===== src/rtl/quad_step_if.sv =====
// rtl/quad_step_if.sv - quadrature inputs and step/direction/error outputs
interface quad_step_if;
  logic a_in;
  logic b_in;
  logic err_clr;
  logic step;
  logic up_down;
  logic err;

  modport master (
    output a_in, b_in, err_clr,
    input  step, up_down, err
  );

  modport slave (
    input  a_in, b_in, err_clr,
    output step, up_down, err
  );
endinterface


===== src/rtl/quad_step_decoder.sv =====
// rtl/quad_step_decoder.sv - synchronised, glitch-filtered quadrature decoder
module quad_step_decoder #(
  parameter int FILTER_LEN = 4
) (
  input  logic        clk,
  input  logic        reset,
  quad_step_if.slave  bus
);

  localparam logic [3:0] LAST = 4'(FILTER_LEN - 1);

  logic a_m, a_s, b_m, b_s;
  logic a_f, b_f;
  logic [3:0] a_cnt, b_cnt;
  logic [1:0] prev;
  logic step_r, up_down_r, err_r;
  logic [1:0] cur;
  logic fwd, bwd, ill;

  // two-flop synchronisers, nothing between the stages
  always_ff @(posedge clk or posedge reset) begin
    if (reset) begin
      a_m <= 1'b0;
      a_s <= 1'b0;
      b_m <= 1'b0;
      b_s <= 1'b0;
    end else begin
      a_m <= bus.a_in;
      a_s <= a_m;
      b_m <= bus.b_in;
      b_s <= b_m;
    end
  end

  // channel A filter: accept a new level only after FILTER_LEN mismatched cycles
  always_ff @(posedge clk or posedge reset) begin
    if (reset) begin
      a_f   <= 1'b0;
      a_cnt <= 4'd0;
    end else if (a_s == a_f) begin
      a_cnt <= 4'd0;
    end else if (a_cnt == LAST) begin
      a_f   <= a_s;
      a_cnt <= 4'd0;
    end else begin
      a_cnt <= a_cnt + 4'd1;
    end
  end

  // channel B filter, identical to channel A
  always_ff @(posedge clk or posedge reset) begin
    if (reset) begin
      b_f   <= 1'b0;
      b_cnt <= 4'd0;
    end else if (b_s == b_f) begin
      b_cnt <= 4'd0;
    end else if (b_cnt == LAST) begin
      b_f   <= b_s;
      b_cnt <= 4'd0;
    end else begin
      b_cnt <= b_cnt + 4'd1;
    end
  end

  assign cur = {a_f, b_f};

  // classify previous->current pair: Gray-code forward, backward or two-bit jump
  always_comb begin
    fwd = 1'b0;
    bwd = 1'b0;
    ill = 1'b0;
    case ({prev, cur})
      4'b0001, 4'b0111, 4'b1110, 4'b1000: fwd = 1'b1;
      4'b0010, 4'b1011, 4'b1101, 4'b0100: bwd = 1'b1;
      4'b0011, 4'b1100, 4'b0110, 4'b1001: ill = 1'b1;
      default: ;
    endcase
  end

  // register decode results; an illegal jump beats a simultaneous err_clr
  always_ff @(posedge clk or posedge reset) begin
    if (reset) begin
      prev      <= 2'b00;
      step_r    <= 1'b0;
      up_down_r <= 1'b0;
      err_r     <= 1'b0;
    end else begin
      prev   <= cur;
      step_r <= fwd | bwd;
      if (fwd) begin
        up_down_r <= 1'b1;
      end else if (bwd) begin
        up_down_r <= 1'b0;
      end
      if (ill) begin
        err_r <= 1'b1;
      end else if (bus.err_clr) begin
        err_r <= 1'b0;
      end
    end
  end

  assign bus.step    = step_r;
  assign bus.up_down = up_down_r;
  assign bus.err     = err_r;

endmodule


===== src/flat_wrapper.sv =====
// flat-port wrapper written by rule: the top's interface ports become plain ports
module quad_step_decoder_flat 
#(
  parameter int FILTER_LEN = 4
)
  (clk, reset, bus_a_in, bus_b_in, bus_err_clr, bus_step, bus_up_down, bus_err);
  quad_step_if bus_i ();
  input  logic clk;
  input  logic reset;
  input wire logic [$bits(bus_i.a_in)-1:0] bus_a_in;
  input wire logic [$bits(bus_i.b_in)-1:0] bus_b_in;
  input wire logic [$bits(bus_i.err_clr)-1:0] bus_err_clr;
  output wire logic [$bits(bus_i.step)-1:0] bus_step;
  output wire logic [$bits(bus_i.up_down)-1:0] bus_up_down;
  output wire logic [$bits(bus_i.err)-1:0] bus_err;
  assign bus_i.a_in = bus_a_in;
  assign bus_i.b_in = bus_b_in;
  assign bus_i.err_clr = bus_err_clr;
  assign bus_step = bus_i.step;
  assign bus_up_down = bus_i.up_down;
  assign bus_err = bus_i.err;
  quad_step_decoder #(.FILTER_LEN(FILTER_LEN)) u_core (.clk(clk), .reset(reset), .bus(bus_i));
endmodule

===== config.mk =====
export PLATFORM = sky130hd
export DESIGN_NAME = quad_step_decoder_flat
export DESIGN_NICKNAME = d
export VERILOG_FILES = /design/src/rtl/quad_step_if.sv /design/src/rtl/quad_step_decoder.sv /design/src/flat_wrapper.sv
export SDC_FILE = /design/constraint.sdc
export NUM_CORES = 1
export LEC_CHECK = 0
export ABC_AREA = 1
export CAP_MARGIN = 20
export CORE_UTILIZATION = 40
export DETAILED_ROUTE_END_ITERATION = 10
export GPL_ROUTABILITY_DRIVEN = 0
export GPL_TIMING_DRIVEN = 0
export PLACE_DENSITY = 0.62
export SLEW_MARGIN = 30
export SYNTH_ARGS = -nofsm -noshare
export SYNTH_HDL_FRONTEND = slang
export SYNTH_SLANG_ARGS = --single-unit
export TNS_END_PERCENT = 10

===== constraint.sdc =====
create_clock -name clk -period 0.95 [get_ports clk]
set_clock_uncertainty 0.05 [all_clocks]
set_input_delay 0.2375 -clock clk [delete_from_list [all_inputs] [get_ports clk]]
set_output_delay 0.2375 -clock clk [all_outputs]
set_load 0.01 [all_outputs]

==> flow_summary.toml <==
[timing]
final_max_slew_viol_count = 0
final-hold-violation-count = 0
setup_ws_ns = -0.1451
period_share_pct = 115.3
rsz0062_at_grt = "yes"
setup_viol_count_final = 11
period_minus_slack_ns = 1.095
slew_headroom_pct = 72.75
max_freq_mhz = 913.2
tightest_slew_ns = 0.4079
setup-tns-final_ns = -0.9798

[power]
ir_drop_mv = 1.446
powerDensity_nw_per_um2 = 3080
report.power.total_uw = 3222
leakage_uw = 0.0004926

[setup_path]
path_max_fanout = 2
endpoint_kind = "primary output"
critPathRequiredTime_ns = 0.66
r2r_start = "u_core.a_f"
cp-start-kind = "register"
reg2reg_depth = 7
crit_cells = 1
r2r-end = "u_core.bus.up_down"
path_cells = "buf_2"
crit_arrival_ns = 0.81
cp-startpoint = "u_core.bus.up_down"
reg2reg_setup_slack_ns = -0.11
critPathTopFamily = "flip-flops"
worst-setup-path-type = "register to primary output"
path_buf_inv = 1
cpPeakStageDelay_ns = 0.39
slowest_stage = "dfrtp_1"
crit_end = "bus_up_down"

[cts]
clock_sinks = 19
clkSlewWorstSetupHoldPaths_ns = 0.10
tritoncts = "yes"
h-tree-depth = 1
clockBufferDepth = 2
insertion_delay_ns = 0.29
cts_buffers = 3
root_buffer = "clkbuf_4"

[synth]
ys_seq_elements = 19
synth_most_common_cell = "dfrtp_1"
yosysUniqueCellTypes = 15
yosysSeqAreaShare_pct = 56.72
synth_edf_count = 0
synth.avg_cell_area_um2 = 10.48
synth_top_area_share_pct = 56.72
syn_inst = 80
syn_nets = 87
synth_commonest_cells = "dfrtp_1, nand2_1, nor2_1"
synthFlopType = "dfrtp_1"
yosys-top-cells-area = "dfrtp_1, nand2_1, xnor2_1, nor2_1, inv_1"
async_flop_share_pct = 100.0
post-synth-top-area-cell = "dfrtp_1"
synth.cell_area_um2 = 838.3
ys_warn_count = 0

[floorplanning]
dieArea_um2 = 2283
coreArea_um2 = 1962
boundaryPins = 8
fp.dieH_um = 47.78
fp-row-count = 16
initial_utilization_pct = 42.73
fp.dieW_um = 47.78

[drt]
wl_met2_um = 527
drt-initial-drc-count = 3
viasPerCell = 4.294
routedWlPerCell_um = 9.546
route.vias.total = 511
ant_nets = 0
highest_layer = "met4"
drt-met1-wl_um = 558
wl_met3_um = 40
wl_um = 1136
drc = 0
drt_first_pass_iters = 2

[global_routing]
grt_pass1_wl_um = 1697
grt_max_degree = 20
antenna_found_initial = 0
grt_usage_pct = 11.07
grt_pass1_vias = 395
globalRouteOverflowTotal = 0

[layout]
stdcell_area_um2 = 1046
diodes = 0
drive_gt1_share_pct = 31.52
layout.cells.non_filler = 119
area_delta_synth_final_pct = 24.78
fill_cells = 183
fin_nets = 100
utilization_pct = 53.32

[placement]
dp.cells = 114
dpl_cell_area_um2 = 949.7
detailed_place_hpwl_um = 858
portBuffers = 7

[status]
status = "finished with violations"
violations = "setup timing"

[worst_hold_path]
hold_class = "primary input to asynchronous set/reset pin"

[run]
max-cap-violations = 0
-- through the flow --
| step | hold WS, ns | setup WS [ns] |
|---|---|---|
| finish | 0.2300 | -0.1451 |
| detailed placement | 0.2864 | -0.2736 |
| floorplan | 0.1386 | -0.04505 |
| CTS | 0.3111 | -0.1637 |
| global placement | 0.2818 | -0.2562 |
| global route | 0.2443 | -0.2100 |
-- layer usage --
metal,vias up,global-route usage [%]
met4,0,6.667
met3,2,2.264
met5,-,0
met1,235,16.47
li1,266,-
met2,8,14.59
-- cell usage in the layout (no fill, tap or decap), types with 3 or more instances in the layout --
cell	count
clkdlybuf4s50_1	4
clkbuf_4	3
nor2_1	8
nand2_1	13
inv_2	3
buf_2	3
nand3_1	3
nor2_2	6
dfrtp_1	19
xnor2_1	4
inv_1	5
buf_6	3
-- cell families (layout without fill, tap and decap cells) --
group                      Yosys count  in the layout  synth area share, %
DFF                                 19             19                56.72
and+or+nand+nor                     36             36                20.45
adders and majority gates            2              2                2.985
AOI/OAI and AO/OA                    3              3                1.941
buffers and inverters               11             23                6.716
xor gates and xnor gates             9              9                11.19
-- flip-flops by register name (all words and copies together) (netlist names) --
register and count:
u_core.a_cnt 4, u_core.b_cnt 4, u_core.prev 2, u_core.a_f 1, u_core.a_m 1, u_core.a_s 1
u_core.b_f 1, u_core.b_m 1, u_core.b_s 1, u_core.bus.err 1, u_core.bus.step 1, u_core.bus.up_down 1
-- what timing repair did --
action,in CTS,in global routing
pin swaps,5,3
setup buffers,0,1
hold endpoints to repair,0,0
gates resized for setup,24,4
setup endpoints to repair,14,35
hold buffers,0,0
gates cloned,0,0
-- how the worst min path moves through the flow --
| stage | to | startpoint | depth (start not counted) | slack, ns |
|---|---|---|---|---|
| after detailed placement | u_core.b_s | u_core.b_m | 0 | 0.29 |
| after floorplan | u_core.a_cnt[0] | reset | 1 | 0.14 |
| final | u_core.a_f | reset | 2 | 0.23 |
| after global placement | u_core.a_s | u_core.a_m | 0 | 0.28 |
| after CTS | u_core.b_s | u_core.b_m | 0 | 0.31 |
| after global routing | u_core.a_cnt[0] | reset | 2 | 0.24 |
-- cell type report --
class | count | area [µm²] | share of cell area [%]
sequential | 19 | 475.5 | 45.45
timing repair buffer | 8 | 66.31 | 6.340
clock buffer | 4 | 26.28 | 2.512
tap | 27 | 33.78 | 3.230
multi-input combinational | 50 | 384.1 | 36.72
buffer | 2 | 22.52 | 2.153
inverter | 9 | 37.54 | 3.589
-- where the power goes --
group	internal [µW]	leakage, µW	switching (µW)	total (µW)
sequential	1070	0.000234	241	1310
combinational	801	0.000244	723	1520
clock	163	0.0000150	224	387
total	2030	0.000493	1190	3220
No activity file was read; power rests on OpenSTA's default activity.
